**src/rtl/rr_grant_encoder_if.sv**
```systemverilog
// Grant handshake bundle between requesters and the round-robin arbiter.
// Latency: none (wires only).
// Backpressure: none; requesters hold req high until served, owner pulses done to release.
//
// Signals:
//   req[7:0]        requester -> arbiter, level-sensitive request lines
//   done            requester -> arbiter, single-cycle release pulse from the owner
//   grant[7:0]      arbiter -> requester, registered one-hot grant
//   grant_idx[2:0]  arbiter -> requester, binary index of the grant (valid with grant_valid)
//   grant_valid     arbiter -> requester, high exactly when grant is non-zero
//   timeout         arbiter -> requester, one-cycle pulse after a forced release
interface rr_grant_encoder_if;
    logic [7:0] req;
    logic       done;
    logic [7:0] grant;
    logic [2:0] grant_idx;
    logic       grant_valid;
    logic       timeout;

    // Requester side: drives requests and release, observes grant.
    modport master (
        output req,
        output done,
        input  grant,
        input  grant_idx,
        input  grant_valid,
        input  timeout
    );

    // Arbiter side.
    modport slave (
        input  req,
        input  done,
        output grant,
        output grant_idx,
        output grant_valid,
        output timeout
    );
endinterface

```
**src/rtl/rr_grant_encoder.sv**
```systemverilog
// Eight-way round-robin arbiter with held grants, a one-cycle turnaround gap and optional hold timeout.
// Latency: request sampled in IDLE -> grant visible the next cycle; release sampled in GRANT -> grant low the next cycle.
// Backpressure: none; a grant is held until done, request withdrawal, or (optional) forced timeout.
//
// Ports:
//   clk        single clock, rising-edge
//   rst_n      asynchronous active-low reset
//   bus        rr_grant_encoder_if.slave: req/done in, grant/grant_idx/grant_valid/timeout out
// Parameters:
//   HOLD_MAX   maximum grant length in cycles (1..255), enforced only with timeout compiled in
// Build option:
//   RR_GRANT_TIMEOUT_EN  when defined, an 8-bit hold counter forces release after HOLD_MAX
//                        grant cycles and pulses timeout; when undefined, timeout is tied low.
module rr_grant_encoder #(
    parameter int unsigned HOLD_MAX = 15
) (
    input  logic               clk,
    input  logic               rst_n,
    rr_grant_encoder_if.slave  bus
);

    // Reject out-of-range hold limits at elaboration rather than silently wrapping the counter.
    if (HOLD_MAX < 1 || HOLD_MAX > 255) begin : g_bad_hold_max
        $error("rr_grant_encoder: HOLD_MAX must be in 1..255");
    end

    typedef enum logic [1:0] {
        ST_IDLE  = 2'd0,
        ST_GRANT = 2'd1,
        ST_GAP   = 2'd2
    } state_t;

    // ------------------------------------------------------------------
    // State and registered outputs
    // ------------------------------------------------------------------
    state_t     state_q,   state_d;
    logic [2:0] ptr_q,     ptr_d;
    logic [7:0] grant_q,   grant_d;
    logic [2:0] idx_q,     idx_d;
    logic       valid_q,   valid_d;
    logic       timeout_q, timeout_d;

    // ------------------------------------------------------------------
    // Round-robin pick
    // ------------------------------------------------------------------
    // Rotating the request vector so that bit 0 corresponds to ptr turns the
    // wrapping priority search into a plain lowest-set-bit search; the winner's
    // absolute index is then ptr plus the offset, wrapping naturally in 3 bits.
    logic [15:0] req_dbl;
    logic [7:0]  req_rot;
    logic [2:0]  rot_off;
    logic [2:0]  pick_idx;
    logic        pick_vld;

    assign req_dbl = {bus.req, bus.req};
    assign req_rot = req_dbl[ptr_q +: 8];

    always_comb begin
        rot_off = 3'd0;
        // Scan downwards so the lowest set bit is the one left standing.
        for (int j = 7; j >= 0; j--) begin
            if (req_rot[j]) begin
                rot_off = 3'(j);
            end
        end
    end

    assign pick_idx = ptr_q + rot_off;
    assign pick_vld = |bus.req;

    // ------------------------------------------------------------------
    // Release conditions while in GRANT
    // ------------------------------------------------------------------
    logic owner_req;
    logic force_rel;
    logic rel_now;
    logic forced_only;

    assign owner_req = bus.req[idx_q];

`ifdef RR_GRANT_TIMEOUT_EN
    localparam logic [7:0] HOLD_LAST = 8'(HOLD_MAX - 1);

    // Counts completed GRANT cycles minus one; zero on the first GRANT cycle,
    // so reaching HOLD_LAST means this is the HOLD_MAX-th cycle of the grant.
    logic [7:0] hold_cnt_q;

    always_ff @(posedge clk or negedge rst_n) begin
        if (!rst_n) begin
            hold_cnt_q <= 8'd0;
        end else if (state_q == ST_IDLE) begin
            hold_cnt_q <= 8'd0;
        end else if (state_q == ST_GRANT) begin
            hold_cnt_q <= hold_cnt_q + 8'd1;
        end
    end

    assign force_rel = (hold_cnt_q == HOLD_LAST);
`else
    assign force_rel = 1'b0;
`endif

    assign rel_now = bus.done || !owner_req || force_rel;

    // A timeout is only reported when the limit alone ends the grant; a
    // coincident done or withdrawal is an ordinary release.
    assign forced_only = force_rel && !bus.done && owner_req;

    // ------------------------------------------------------------------
    // Next-state logic
    // ------------------------------------------------------------------
    always_comb begin
        state_d   = state_q;
        ptr_d     = ptr_q;
        grant_d   = grant_q;
        idx_d     = idx_q;
        valid_d   = valid_q;
        timeout_d = 1'b0;

        unique case (state_q)
            ST_IDLE: begin
                if (pick_vld) begin
                    state_d = ST_GRANT;
                    grant_d = 8'd1 << pick_idx;
                    idx_d   = pick_idx;
                    valid_d = 1'b1;
                end else begin
                    grant_d = 8'h00;
                    idx_d   = 3'd0;
                    valid_d = 1'b0;
                end
            end

            ST_GRANT: begin
                // Other requesters are ignored here; only the owner's line,
                // done and the hold limit can end the grant.
                if (rel_now) begin
                    state_d   = ST_GAP;
                    ptr_d     = idx_q + 3'd1;
                    grant_d   = 8'h00;
                    idx_d     = 3'd0;
                    valid_d   = 1'b0;
                    timeout_d = forced_only;
                end
            end

            ST_GAP: begin
                state_d = ST_IDLE;
                grant_d = 8'h00;
                idx_d   = 3'd0;
                valid_d = 1'b0;
            end

            default: begin
                state_d = ST_IDLE;
                grant_d = 8'h00;
                idx_d   = 3'd0;
                valid_d = 1'b0;
            end
        endcase
    end

    // ------------------------------------------------------------------
    // Registers
    // ------------------------------------------------------------------
    always_ff @(posedge clk or negedge rst_n) begin
        if (!rst_n) begin
            state_q   <= ST_IDLE;
            ptr_q     <= 3'd0;
            grant_q   <= 8'h00;
            idx_q     <= 3'd0;
            valid_q   <= 1'b0;
            timeout_q <= 1'b0;
        end else begin
            state_q   <= state_d;
            ptr_q     <= ptr_d;
            grant_q   <= grant_d;
            idx_q     <= idx_d;
            valid_q   <= valid_d;
            timeout_q <= timeout_d;
        end
    end

    assign bus.grant       = grant_q;
    assign bus.grant_idx   = idx_q;
    assign bus.grant_valid = valid_q;
    assign bus.timeout     = timeout_q;

endmodule

```
**src/flat_wrapper.sv**
```systemverilog
// flat-port wrapper written by rule: the top's interface ports become plain ports
module rr_grant_encoder_flat 
#(
    parameter int unsigned HOLD_MAX = 15
)
  (clk, rst_n, bus_req, bus_done, bus_grant, bus_grant_idx, bus_grant_valid, bus_timeout);
  rr_grant_encoder_if bus_i ();
  input  logic clk;
  input  logic rst_n;
  input wire logic [$bits(bus_i.req)-1:0] bus_req;
  input wire logic [$bits(bus_i.done)-1:0] bus_done;
  output wire logic [$bits(bus_i.grant)-1:0] bus_grant;
  output wire logic [$bits(bus_i.grant_idx)-1:0] bus_grant_idx;
  output wire logic [$bits(bus_i.grant_valid)-1:0] bus_grant_valid;
  output wire logic [$bits(bus_i.timeout)-1:0] bus_timeout;
  assign bus_i.req = bus_req;
  assign bus_i.done = bus_done;
  assign bus_grant = bus_i.grant;
  assign bus_grant_idx = bus_i.grant_idx;
  assign bus_grant_valid = bus_i.grant_valid;
  assign bus_timeout = bus_i.timeout;
  rr_grant_encoder #(.HOLD_MAX(HOLD_MAX)) u_core (.clk(clk), .rst_n(rst_n), .bus(bus_i));
endmodule
```
**config.mk**
```make
export PLATFORM = sky130hd
export DESIGN_NAME = rr_grant_encoder_flat
export DESIGN_NICKNAME = d
export VERILOG_FILES = /design/src/rtl/rr_grant_encoder_if.sv /design/src/rtl/rr_grant_encoder.sv /design/src/flat_wrapper.sv
export SDC_FILE = /design/constraint.sdc
export NUM_CORES = 1
export LEC_CHECK = 0
export BUFFER_PORTS_ARGS = -buffer_cell sky130_fd_sc_hd__buf_2
export CORE_MARGIN = 2
export CORE_UTILIZATION = 45
export DETAILED_ROUTE_END_ITERATION = 7
export GPL_TIMING_DRIVEN = 0
export HOLD_SLACK_MARGIN = 0.06
export MAX_ROUTING_LAYER = met4
export PLACE_DENSITY = 0.67
export SETUP_SLACK_MARGIN = 0.5
export SYNTH_ARGS = -nofsm -noshare
export SYNTH_HDL_FRONTEND = slang
export SYNTH_SLANG_ARGS = --single-unit
```
**constraint.sdc**
```tcl
create_clock -name clk -period 3.3 [get_ports clk]
set_input_delay 0.165 -clock clk [delete_from_list [all_inputs] [get_ports clk]]
set_output_delay 0.165 -clock clk [all_outputs]
set_load 0.05 [all_outputs]
```
* After elaboration in Yosys (flattened, before gate mapping)
Index checks and enable logic that the tools add are counted.
** Storage, ports and cells
- Bits of input ports :: 11
- Word-level logic and storage cells :: 41
- Register bits :: 17
** Operators by class
- Muxes and demuxes :: 22
- Add/subtract/negate cells :: 2
- Reductions and logical operators :: 6
- Equality and inequality tests :: 3
- Order comparisons :: 1
- Shift-type cells :: 2
** Operators by type and width (count)
- $mux W3 :: 10
- $mux W8 :: 2
- $pmux W8 S2 :: 1
- $shiftx A16 B4 Y8 :: 1
- $reduce_or A8 Y1 :: 1
- $shl A1 B3 Y8 const A :: 1
- $pmux W3 S2 :: 1
- $lt A3 B4 Y1 const B :: 1
- $mux W2 :: 2
- $ne A2 B1 Y1 const B :: 2
- $pmux W2 S2 :: 1
- $reduce_and A2 Y1 :: 2
- $add A3 B1 Y3 const B :: 1
- $add A3 B3 Y3 :: 1
- $bmux W1 S3 :: 1
- $mux W1 :: 3
- $eq A2 B1 Y1 const B :: 1
- $logic_not A2 Y1 :: 1
- $pmux W1 S2 :: 1
- $logic_not A1 Y1 :: 1
- $logic_or A1 B1 Y1 :: 1

* Longest topological paths before layout
- Word-level depth :: 13
- Gate-level depth with buffers :: 11
- Gate-level depth less buffers :: 11

* Least setup slack after synthesis
No wires, ideal clock.
- Path kind :: reg2reg
- From :: register u_core.ptr_q[0]
- To :: register u_core.grant_q[2], in the netlist u_core.bus.grant[2]
- Slack :: 462 ps
- Path buffers :: 1
- Clock period less this slack :: 2838 ps
- Data arrival time :: 2756 ps
- Data required time :: 3217 ps
- Stages on the path, launching flop included :: 11
- Cells stage by stage :: dfrtp_1 -> buf_6 -> mux4_1 -> o221ai_1 -> nand2_1 -> ha_1 -> inv_1 -> fa_1 -> nor4_1 -> nand2b_1 -> o21ai_0
** On the way
- Cells in the longest elaborated chain, start to end :: 13
** RTL lines
- from (decl) :: line rr_grant_encoder.sv:37 : logic [2:0] ptr_q, ptr_d;
- from (signal assigned) :: line rr_grant_encoder.sv:176 : ptr_q <= ptr_d;
- $shiftx A16 B4 Y8 :: line rr_grant_encoder.sv:56 : assign req_rot = req_dbl[ptr_q +: 8];
- $mux W3 (8 in a row) :: line rr_grant_encoder.sv:62 : if (req_rot[j]) begin
- $add A3 B3 Y3 * :: line rr_grant_encoder.sv:68 : assign pick_idx = ptr_q + rot_off;
- $shl A1 B3 Y8 * :: line rr_grant_encoder.sv:124 : grant_d = 8'd1 << pick_idx;
- $mux W8 * :: line rr_grant_encoder.sv:122 : if (pick_vld) begin
- $pmux W8 S2 * :: line rr_grant_encoder.sv:120 : unique case (state_q)
- to (signal assigned) :: line rr_grant_encoder.sv:177 : grant_q <= grant_d;
- to (decl) :: line rr_grant_encoder.sv:38 : logic [7:0] grant_q, grant_d;
Mark *: on every way between the ends. The rest lies on a longest branch, timed or not.
A chain may end at the register's enable or synchronous reset.

* Final worst setup path
Same ends and word-level chain as after synthesis.

==> impl_metrics.toml <==
[outcome]
outcome = "complete, no violations"

[floorplan]
fp-row-count = 19
pin_count = 24
fp.dieW_um = 57.4
coreArea_sq_um = 2730
dieArea_sq_um = 3290
start_util_pct = 46.9
die_h_um = 57.4

[drt]
drc_errors = 0
first_pass_iters = 4
detail-route-antenna-nets = 0
num_vias = 1144
wl_per_cell_um = 15.3
via_per_inst = 5.99
drt_iter0_drc = 54
totalWireLength_mm = 2.92

[synth]
synth_edf_count = 0
synthAdderAreaFrac_pct = 3.51
synthesis.instances = 129
yosys_warnings = 0
yosys.area.top_type = "dfrtp_1"
synth_top_family_by_area = "compound AO/OA/AOI/OAI gates"
async_flop_share_pct = 100
synth_fp_nets = 143
synth_ff_type = "dfrtp_1"
synth_compound_area_share_pct = 23.6
synth-simple-area-share_pct = 16.6
synth_top_area_share_pct = 33.2
synth_area_sq_um = 1280
ys_seq_area_share_pct = 33.2
synthTopCellsByArea = "dfrtp_1 33%, mux4_2 8.8%, a21oi_1 3.5%"
synth_xor_area_share_pct = 3.32
synth.area.mux_share_pct = 13.4
avgSynthCellArea_sq_um = 9.94
ys_seq_elements = 17
yosysUniqueCellTypes = 51

[power]
power_uw = 1580
p_leak_uw = 0.000719
ir_drop_v = 0.000708
power_density_nw_per_um2 = 1000

[clocking]
clock_sinks = 17
clock-root-buffer = "clkbuf_4"
clk_latency_ns = 0.28
clk_pin_slew_ns = 0.09
htreeDepth = 1
cts_tree = "done"
cts_buffer_depth = 2
numCtsBuffers = 3

[timing]
holdWs_ns = 0.334
finalCritPeriodShare_pct = 83.3
fmaxAchievable_mhz = 364
worst_slew_pin_slew_ns = 0.629
finalCriticalPeriod_ns = 2.75
finClkSkew_ns = 0.00203
hold_viol_final = 0
setup_tns_ns = 0
relSlewSlack_pct = 57.8
drv_slew = 0
rsz0062_at_grt = "true"
finalSetupViolCount = 0

[critical_path]
path_cells = "buf_8, mux4_2, o221ai_2, nand2_1, ha_2, inv_2, fa_2, nor4_4, nand2b_1, o21ai_0"
cp_top_family = "adder cells"
crit_path_end_kind = "register"
worst-path-buf-inv = 2
critPathKind = "register to register"
worst_path_largest_cell_delay_ns = 0.53
cp_slowest_cell = "mux4_2"
reg2reg_depth = 10
cp-start-kind = "register"
crit_cells = 10
arrival_ns = 2.96
required_ns = 3.51
cp_max_fo = 8

[global_routing]
grt_overflow = 0
grt_usage_pct = 19.3
grt_max_degree = 18
grt_pass1_vias = 1082
antenna_found_initial = 0
grt_pass1_wl_mm = 4.91

[placement]
portBuffers = 20
place_area_sq_um = 1430
hpwl_mm = 2.13
gp_congestion = 0.835

[final_layout]
fin_nets = 175
fill_cells = 243
drive_above_1_share_pct = 38.8
syn_to_final_growth_pct = 22.7
mostFrequentLayoutCells = "22 x buf_2, 16 x dfrtp_1, 12 x nand2_1"
fin_area_sq_um = 1570
antenna_cells_inserted = 0
final_common_cell = "buf_2"

[min_path]
hold_path.class = "primary input to asynchronous set/reset pin"

[run]
maxCapViolCount = 0
-- flip-flops by register name (all words and copies together) (netlist names) --
register,flops
u_core.bus.grant_idx,3
u_core.ptr_q,3
u_core.state_q,2
u_core.bus.grant,8
u_core.bus.grant_valid,1
-- final cells by class --
class | count | area (sq um) | area share (%)
Clock buffer | 4 | 26.3 | 1.67
Timing Repair Buffer | 27 | 173 | 11.0
Tap cell | 31 | 38.8 | 2.46
Multi-Input combinational cell | 95 | 826 | 52.5
Inverter | 10 | 37.5 | 2.38
Buffer | 7 | 46.3 | 2.94
Sequential cell | 17 | 427 | 27.1
-- stage by stage --
stage	worst slack, ns	cells	utilization, %
after floorplan	0.559	129	-
after global placement	0.230	180	52.2
after detailed placement	0.208	180	52.2
after CTS	0.506	188	54.8
after global routing	0.422	191	57.6
final	0.550	191	57.6
-- power breakdown --
part           internal [uW]  switching (uW)
registers                278            78.8
clock network           46.9            60.2
logic                    502             612
total                    827             751
-- Yosys cell counts, types with 3 or more instances --
master	n
dfrtp_1	17
nand2_1	12
a21oi_1	9
inv_1	9
o21ai_0	7
mux4_2	5
nor3_1	5
nor2_1	4
a21o_1	3
o21a_1	3
o21ai_1	3
-- path summary, 6_finish.rpt --
kind,from,slack (ns),endpoint
min,rst_n,0.33,u_core.bus.grant_idx[1]
min reg2reg,u_core.bus.grant_valid,0.48,u_core.bus.grant_valid
max reg2reg,u_core.ptr_q[0],0.55,u_core.bus.grant[2]
max,u_core.ptr_q[0],0.55,u_core.bus.grant[2]
max in group asynchronous,rst_n,2.68,u_core.ptr_q[0]
min in group clk,bus_done,0.35,u_core.bus.grant[3]
-- routing by layer --
metal	vias to the layer above	global-route usage, %	part of all wire (%)
li1	546	-	-
met1	565	26.8	47
met2	31	30.2	49
met3	2	2.27	3.7
met4	0	4.65	0.51
met5	-	-	0
-- what timing repair did --
action / CTS / global route
pin swaps: 1 / 0
hold buffers: 1 / 0
endpoints found under the hold margin: 17 / 0
buffers inserted: 3 / 2
resized for setup: 3 / 12
setup endpoints to repair: 10 / 10
gates cloned: 0 / 1
-- worst reg2reg max path, delay by kind of cell (launching register included) --
kind | cells | cell delay, ns
adder cells (fa/ha/maj) | 2 | 0.64
multiplexers | 1 | 0.53
flip-flops | 1 | 0.49
AND/OR/NAND/NOR | 3 | 0.47
AO/OA/AOI/OAI | 2 | 0.34
buffers and inverters | 2 | 0.20
-- cell families (layout without fill, tap and decap cells) --
group | after synthesis | in the layout
buffers and inverters | 17 | 48
AO/OA/AOI/OAI | 41 | 41
other | 1 | 1
multiplexers | 9 | 9
flip-flops | 17 | 17
XOR/XNOR | 4 | 4
adder cells (fa/ha/maj) | 3 | 3
AND/OR/NAND/NOR | 37 | 37
(Power assumes the default switching activity.)
